## src/rtl/watch_mode_ctrl.sv

```systemverilog
// Watch mode controller: owns time-of-day, alarm and stopwatch registers, decodes
// button pulses by mode and drives the registered BCD digits and blink mask.
module watch_mode_ctrl #(
    parameter int ALARM_SECS = 30
) (
    input  logic       clk,
    input  logic       rst_n,
    input  logic       tick_1hz,
    input  logic       btnL,
    input  logic       btnU,
    input  logic       btnC,
    input  logic       btnR,
    input  logic [1:0] switch,
    output logic [3:0] thousands,
    output logic [3:0] hundreds,
    output logic [3:0] tens,
    output logic [3:0] ones,
    output logic [1:0] blink,
    output logic       alarm_en,
    output logic       alarm_active
);
    localparam int CW = $clog2(ALARM_SECS + 1);

    typedef enum logic [1:0] {
        CLOCK     = 2'b00,
        SET_TIME  = 2'b01,
        STOPWATCH = 2'b10,
        SET_ALARM = 2'b11
    } mode_t;

    mode_t   mode_q, mode_d;
    logic [7:0] hh, mm, ss, hh_d, mm_d, ss_d;
    logic [7:0] al_hh, al_mm, al_hh_d, al_mm_d;
    logic [7:0] sw_mm, sw_ss, sw_mm_d, sw_ss_d;
    logic       sw_run, sw_run_d;
    logic       fsel, fsel_d;
    logic       alarm_en_d, alarm_active_d;
    logic [CW-1:0] alarm_cnt, alarm_cnt_d;
    logic [15:0] disp_d;
    logic [1:0]  blink_d;

    logic btn_any, take, do_u, do_c, do_l, do_r;
    logic time_run, time_hit, entering, sw_stop_c;

    function automatic logic [7:0] bcd_inc(input logic [7:0] v, input logic [7:0] max);
        if (v == max) return 8'h00;
        if (v[3:0] == 4'd9) return {v[7:4] + 4'd1, 4'd0};
        return v + 8'd1;
    endfunction

    function automatic logic [7:0] bcd_dec(input logic [7:0] v, input logic [7:0] max);
        if (v == 8'h00) return max;
        if (v[3:0] == 4'd0) return {v[7:4] - 4'd1, 4'd9};
        return v - 8'd1;
    endfunction

    // One winning action per cycle; a ringing alarm swallows every press.
    assign btn_any = btnU | btnC | btnL | btnR;
    assign take    = btn_any & ~alarm_active;
    assign do_u    = take & btnU;
    assign do_c    = take & btnC & ~btnU;
    assign do_l    = take & btnL & ~btnU & ~btnC;
    assign do_r    = take & btnR & ~btnU & ~btnC & ~btnL;

    assign time_run  = tick_1hz && (mode_q != SET_TIME);
    assign entering  = (switch != mode_q) && switch[0];
    assign sw_stop_c = (mode_q == STOPWATCH) && do_c && sw_run;

    always_comb begin
        mode_d         = mode_t'(switch);
        hh_d           = hh;
        mm_d           = mm;
        ss_d           = ss;
        al_hh_d        = al_hh;
        al_mm_d        = al_mm;
        sw_mm_d        = sw_mm;
        sw_ss_d        = sw_ss;
        sw_run_d       = sw_run;
        fsel_d         = fsel;
        alarm_en_d     = alarm_en;
        alarm_active_d = alarm_active;
        alarm_cnt_d    = alarm_cnt;
        time_hit       = 1'b0;

        if (time_run) begin
            ss_d = bcd_inc(ss, 8'h59);
            if (ss == 8'h59) begin
                mm_d = bcd_inc(mm, 8'h59);
                if (mm == 8'h59) hh_d = bcd_inc(hh, 8'h23);
            end
            time_hit = alarm_en && (hh_d == al_hh) && (mm_d == al_mm) && (ss_d == 8'h00);
        end

        // A stop press in the same cycle as a tick wins over that tick.
        if (tick_1hz && sw_run && !sw_stop_c) begin
            if ({sw_mm, sw_ss} == 16'h5959) begin
                sw_run_d = 1'b0;
            end else begin
                sw_ss_d = bcd_inc(sw_ss, 8'h59);
                if (sw_ss == 8'h59) sw_mm_d = bcd_inc(sw_mm, 8'h59);
            end
        end

        if (tick_1hz && alarm_active) begin
            alarm_cnt_d = alarm_cnt - CW'(1);
            if (alarm_cnt_d == '0) alarm_active_d = 1'b0;
        end
        if (alarm_active && btn_any) alarm_active_d = 1'b0;

        case (mode_q)
            CLOCK: begin
                if (do_r) begin
                    alarm_en_d = ~alarm_en;
                    if (alarm_en) alarm_active_d = 1'b0;
                end
            end
            SET_TIME: begin
                if (do_l) fsel_d = 1'b0;
                if (do_r) fsel_d = 1'b1;
                if (do_u) begin
                    if (fsel) mm_d = bcd_inc(mm, 8'h59);
                    else      hh_d = bcd_inc(hh, 8'h23);
                end
                if (do_c) begin
                    if (fsel) mm_d = bcd_dec(mm, 8'h59);
                    else      hh_d = bcd_dec(hh, 8'h23);
                end
            end
            STOPWATCH: begin
                if (do_c) sw_run_d = ~sw_run;
                if (do_u && !sw_run) begin
                    sw_mm_d = 8'h00;
                    sw_ss_d = 8'h00;
                end
            end
            SET_ALARM: begin
                if (do_l) fsel_d = 1'b0;
                if (do_r) fsel_d = 1'b1;
                if (do_u) begin
                    if (fsel) al_mm_d = bcd_inc(al_mm, 8'h59);
                    else      al_hh_d = bcd_inc(al_hh, 8'h23);
                end
                if (do_c) begin
                    if (fsel) al_mm_d = bcd_dec(al_mm, 8'h59);
                    else      al_hh_d = bcd_dec(al_hh, 8'h23);
                end
            end
            default: ;
        endcase

        if (time_hit) begin
            alarm_active_d = 1'b1;
            alarm_cnt_d    = CW'(ALARM_SECS);
        end

        if (entering) begin
            fsel_d = 1'b0;
            if (switch == SET_TIME) ss_d = 8'h00;
        end

        // Display follows the registered mode, so a switch shows two cycles later.
        case (mode_q)
            STOPWATCH: disp_d = {sw_mm_d, sw_ss_d};
            SET_ALARM: disp_d = {al_hh_d, al_mm_d};
            default:   disp_d = {hh_d, mm_d};
        endcase
        blink_d = mode_q[0] ? (fsel_d ? 2'b01 : 2'b10) : 2'b00;
    end

    always_ff @(posedge clk or negedge rst_n) begin
        if (!rst_n) begin
            mode_q       <= CLOCK;
            hh           <= 8'h00;
            mm           <= 8'h00;
            ss           <= 8'h00;
            al_hh        <= 8'h00;
            al_mm        <= 8'h00;
            sw_mm        <= 8'h00;
            sw_ss        <= 8'h00;
            sw_run       <= 1'b0;
            fsel         <= 1'b0;
            alarm_en     <= 1'b0;
            alarm_active <= 1'b0;
            alarm_cnt    <= '0;
            thousands    <= 4'd0;
            hundreds     <= 4'd0;
            tens         <= 4'd0;
            ones         <= 4'd0;
            blink        <= 2'b00;
        end else begin
            mode_q       <= mode_d;
            hh           <= hh_d;
            mm           <= mm_d;
            ss           <= ss_d;
            al_hh        <= al_hh_d;
            al_mm        <= al_mm_d;
            sw_mm        <= sw_mm_d;
            sw_ss        <= sw_ss_d;
            sw_run       <= sw_run_d;
            fsel         <= fsel_d;
            alarm_en     <= alarm_en_d;
            alarm_active <= alarm_active_d;
            alarm_cnt    <= alarm_cnt_d;
            thousands    <= disp_d[15:12];
            hundreds     <= disp_d[11:8];
            tens         <= disp_d[7:4];
            ones         <= disp_d[3:0];
            blink        <= blink_d;
        end
    end
endmodule
```

## config.mk

```make
export PLATFORM = sky130hd
export DESIGN_NAME = watch_mode_ctrl
export DESIGN_NICKNAME = d
export VERILOG_FILES = /design/src/rtl/watch_mode_ctrl.sv
export SDC_FILE = /design/constraint.sdc
export NUM_CORES = 1
export LEC_CHECK = 0
export BUFFER_PORTS_ARGS = -buffer_cell sky130_fd_sc_hd__clkbuf_2
export CAP_MARGIN = 20
export CORE_UTILIZATION = 35
export DETAILED_ROUTE_END_ITERATION = 8
export HOLD_SLACK_MARGIN = 0.06
export SYNTH_ARGS = -nofsm -noshare
export SYNTH_HDL_FRONTEND = slang
export SYNTH_SLANG_ARGS = --single-unit
```

## constraint.sdc

```tcl
create_clock -name clk -period 2.6 [get_ports clk]
set_clock_uncertainty 0.15 [all_clocks]
set_input_delay 0.13 -clock clk [delete_from_list [all_inputs] [get_ports clk]]
set_output_delay 0.13 -clock clk [all_outputs]
set_load 0.05 [all_outputs]
```

---- Word-level counts from Yosys, hierarchy flattened ----
Index checks and enable logic that the tools add are counted.
storage, ports and cells
  register bits ........................... 85
  input bits .............................. 9
  word-level logic and storage cells ...... 326
  output and inout port bits .............. 20
operators by class
  mux-type cells .......................... 214
  equality and inequality tests ........... 23
  bitwise logic cells ..................... 20
  reduce and logical (&&, ||, !) cells .... 28
  $add $sub $neg .......................... 23
operator list
  cell                                                                 count
  8-bit two-way mux                                                    88
  1-bit two-way mux                                                    121
  8-bit by 1-bit adder with 8-bit output (second input constant)       7
  8-bit by 7-bit == test with 1-bit output (second input constant)     5
  8-bit logical NOT                                                    5
  16-bit one-hot mux with 2 select lines                               1
  8-bit by 1-bit subtractor with 8-bit output (second input constant)  4
  4-bit by 1-bit adder with 4-bit output (second input constant)       7
  4-bit == test (second input constant)                                7
  16-bit by 15-bit == test with 1-bit output (second input constant)   1
  8-bit by 6-bit == test with 1-bit output (second input constant)     2
  8-bit == test                                                        2
  4-bit logical NOT                                                    4
  4-bit by 1-bit subtractor with 4-bit output (second input constant)  4
  1-bit logical AND                                                    12
  1-bit bitwise AND                                                    11
  5-bit two-way mux                                                    2
  1-bit inverter                                                       6
  5-bit logical NOT                                                    1
  5-bit by 1-bit subtractor with 5-bit output (second input constant)  1
  2-bit by 1-bit == test with 1-bit output (second input constant)     2
  2-bit == test (second input constant)                                2
  2-bit two-way mux                                                    2
  1-bit bitwise OR                                                     3
  7 further kinds                                                      8

---- Depth between registers and ports, before layout ----
  depth after elaboration ................. 23
  mapped depth ............................ 12
  depth with buffers taken out ............ 10

---- Worst setup path before layout ----
OpenSTA, ideal clock, no wires.
  path type ............................... register -> register
  start ................................... register ss[0]
  end ..................................... register alarm_cnt[0]
  path slack .............................. -50 ps
  library setup time ...................... 119 ps
  stages on the path, launching flop included .. 10
  clock period less this slack ............ 2650 ps
  buffers on the path ..................... 0
  data arrival time ....................... 2381 ps
  required time ........................... 2331 ps
  cell sequence ........................... dfrtp_1 > ha_1 > nand3b_1 > nor4_1 > mux2i_1 > xnor2_1 > a211o_1 > nor4_2 > nand4b_2 > and2_1
between the ends
  word-level cells in the longest chain between the ends .. 11
  elaborated cells on any way between the ends .. 25
  those cells by class .................... add/sub (1); eq/ne (4); mux (15); reduce/logical (5)
ends and longest elaborated chain
  element                                                                                         line  source
  from (decl)                                                                                     32    logic [7:0] hh, mm, ss, hh_d, mm_d, ss_d;
  from (signal assigned)                                                                          194   ss <= ss_d;
  parallel branches: the longest is 8 deep, another holds 8-bit by 1-bit adder with 8-bit output  n/a
  1-bit logical AND *                                                                             91    time_hit = alarm_en && (hh_d == al_hh) && (mm_d == al_mm) && (ss_d == 8'h00);
  1-bit two-way mux *                                                                             85    if (time_run) begin
  5-bit two-way mux or 2-bit nonzero test (tied branches)                                         n/a
  to (signal assigned)                                                                            203   alarm_cnt <= alarm_cnt_d;
  to (decl)                                                                                       38    logic [CW-1:0] alarm_cnt, alarm_cnt_d;
Every way passes the cells marked *. The select of a mux whose other input is x is not followed.
A chain may end at the register's enable or synchronous reset.

---- Final worst setup path ----
Same ends and word-level chain as after synthesis.

==> results.md <==
- Worst Tran Pin Value: 0.564 ns
- Crit path capture: alarm_cnt[0]$_DFFE_PN0P_
- Register area share after synthesis: 29.5%
- Post-Route WL: 22,800 µm
- Primary FF master, synth: dfrtp_1
- Filler cells: 1,987
- Power share of the combinational group: 58.2%
- Clk pin slew, worst setup/hold paths: 0.07 ns
- Slew headroom: 62.0%
- Failing checks: negative setup slack
- Multi-input gate area: 4950 µm²
- Pre-antenna DRT Iters: 6
- Synth cell count leaders: nand2_1, nor2_1, dfrtp_1
- Synth unique cells: 89
- Area Overhead vs Synth: 27.8%
- Worst VDD drop: 0.361 mV
- DR iter-0 viols: 757
- Num ports: 29
- H-tree levels: 3
- Worst endpoint required time: 2.69 ns
- Placed wire-length estimate: 16,800 µm
- Most frequent cell after synthesis: nand2_1
- RSZ-0062 raised after global routing: true
- Max-slew violation count: 0
- Final hold vios: 0
- Total GRT Usage: 21.5%
- Sw Ratio: 45.1%
- Top-area cell type share of the netlist area: 29.5%
- Routed wl met3: 1380 µm
- Worst Path Class, Setup: reg2reg
- Post-synth EDFFs: 0
- Power Total: 7.93 mW
- Routed wire length per instance: 17.4 µm
- CP arrival: 2.82 ns
- Vias in the first global route: 6,942
- CTS Buf Count: 9
- DIE WIDTH: 145 µm
- Drt via density: 5.64
- Internal: 4.35 mW
- Worst r2r path cells: 11
- # rows: 52
- CP startpoint kind: flip-flop
- Seq pwr share: 24.6%
- Power per cell area: 861 nW/µm²
- CP Capture Type: flip-flop
- Final setup margin: -0.135 ns
- Longest Clk Path Bufs: 2
- Synth area leaders: dfrtp_1, ha_1, a21oi_1, nand2_1, nor2_1
- Cells after synthesis: 906
- DR top layer: met4
- Tmin final: 2.73 ns
- First-pass GRT wire length: 36,300 µm
- LEAKAGE: 3.96 nW
- Sequential Area: 2130 µm²
- Core area: 20,200 µm²
- CTS root buffer: clkbuf_16
- Worst-Skew Late Latency: 0.35 ns
- Synth area leader: dfrtp_1
- Initial Util: 35.7%
- DR DRC count: 0
- Vias post-DR: 7,388
- Worst reg2reg path endpoint: alarm_cnt[0]$_DFFE_PN0P_
- Antenna violations before repair: 0
- Synth Cell Area: 7200 µm²
- Reg-to-reg startpoint: ss[0]$_DFF_PN0_
- Post-place setup slack: -0.206 ns
- Final setup vio count: 5
- Crit path launch: ss[0]$_DFF_PN0_
- Peak Freq: 0.366 GHz
- Met2 Routed Length: 10,100 µm
- Final Net Count: 1,078
- Full die area: 21,200 µm²
- Final hold slack: 0.155 ns
- Remaining global-route overflow: 0
- Clock Power Share: 17.3%
- Routability cong.: 0.924
- Worst-path fanout max: 6
- Worst min-delay path class: in2reg
- Die outline height: 145 µm
- Fraction of layout cells with a size suffix above 1: 26.6%
- Synthesized Nets: 949
- Synth Register Bits: 85
- Yosys warns: 0
- Max-cap check violation count: 0
- IO Port Bufs: 28
- Avg Cell Area, Syn: 7.95 µm²
- Post-synth ARST share: 100%
- Result of the run: finished with violations
- Clk sinks: 85
- Inserted Diodes: 0
- Antenna Nets Post-Route: 0
- Largest net degree at the start of global routing: 50
- Metal-1 WL: 10,700 µm
- Net Sw Power: 3.58 mW
- R2R Setup Slk: -0.13 ns
- CTS tree: built
- Final period util: 105%
[power groups by stage]
| stage | Combinational (mW) | Clock [mW] | Sequential (mW) |
|---|---|---|---|
| CTS | 4.33 | 1.40 | 1.93 |
| floorplan | 2.63 | 0 | 2.12 |
| global route | 5.03 | 1.45 | 1.99 |
| detailed placement | 4.26 | 0 | 1.95 |
| finish | 4.61 | 1.37 | 1.95 |
| global placement | 4.25 | 0 | 1.95 |
[what timing repair did]
action,CTS,global route
setup endpoints to repair,11,27
gates cloned,0,1
endpoints found under the hold margin,43,0
resized for setup,13,59
buffers inserted,0,7
pin swaps,3,21
hold buffers,6,0
[cells by family after synthesis]
kind of cell / after synthesis / share of synthesized area (%)
and+or+nand+nor: 366 / 26.5
AOI/OAI and AO/OA: 260 / 23.5
buffers and inverters: 95 / 5.77
DFF: 85 / 29.5
xor gates and xnor gates: 43 / 5.23
adders and majority gates: 34 / 5.91
muxes: 23 / 3.48
[cells in the final DEF, fill, tap and decap left out, types with 25 or more instances in the layout]
cell      netlist  routed
a21oi_1        76      71
clkbuf_2        1      27
o21ai_0        61      58
nand3_1        25      25
dfrtp_1        85      83
nand2_1        96      91
inv_1          32      30
nor3_1         34      31
ha_1           34      29
buf_4           4     138
nor2_1         92      88
[layer usage]
layer  track usage, %  vias up
li1                 -     3536
met1             30.1     3548
met2             34.2      266
met3             3.54       38
met4             6.21        0
met5                0        -
[worst min path at each step]
stage	startpoint	depth (start not counted)	to
after floorplan	rst_n	0	al_hh[0]$_DFF_PN0_
after global placement	rst_n	1	hundreds[0]$_DFF_PN0_
after detailed placement	rst_n	1	hh[5]$_DFF_PN0_
after CTS	btnC	5	alarm_active$_DFF_PN0_
after global routing	btnC	5	alarm_active$_DFF_PN0_
final	btnC	5	alarm_active$_DFF_PN0_
[worst max-delay path, stage by stage, from the launching register on]
cell	delay (ns)
dfrtp_1	0.42
ha_4	0.18
nand3b_1	0.13
buf_4	0.17
nor2_4	0.05
buf_6	0.13
buf_4	0.16
a211oi_1	0.22
nand4_1	0.21
nor4_4	0.36
nand4b_4	0.22
and2_1	0.22
[through the flow]
stage / instances / setup TNS, ns / area, µm² / util (%)
finish: 1310 / -0.291 / 9210 / 45.6
global route: 1310 / -0.838 / 9210 / 45.6
CTS: 1302 / -0.164 / 8900 / 44.2
detailed placement: 1280 / -0.815 / 8490 / 42.1
global placement: 1280 / -0.323 / 8490 / 42.1
floorplan: 906 / 0 / 7220 / -
[state kept, by name, indices dropped and copies added, names as in the netlist, 2 cells and up]
register   cells
mode_q         2
sw_mm          8
ones           4
sw_ss          8
hh             8
alarm_cnt      5
ss             8
blink          2
al_hh          8
mm             8
thousands      4
al_mm          8
tens           4
hundreds       4
[cell type report]
class                      count  area share, %
inverter                      32           1.30
clock inverter                 6          0.734
sequential                    85           23.1
timing repair buffer         181           14.8
multi-input combinational    726           53.7
tap                          270           3.67
clock buffer                  10           2.60
No activity file was read; power rests on OpenSTA's default activity.
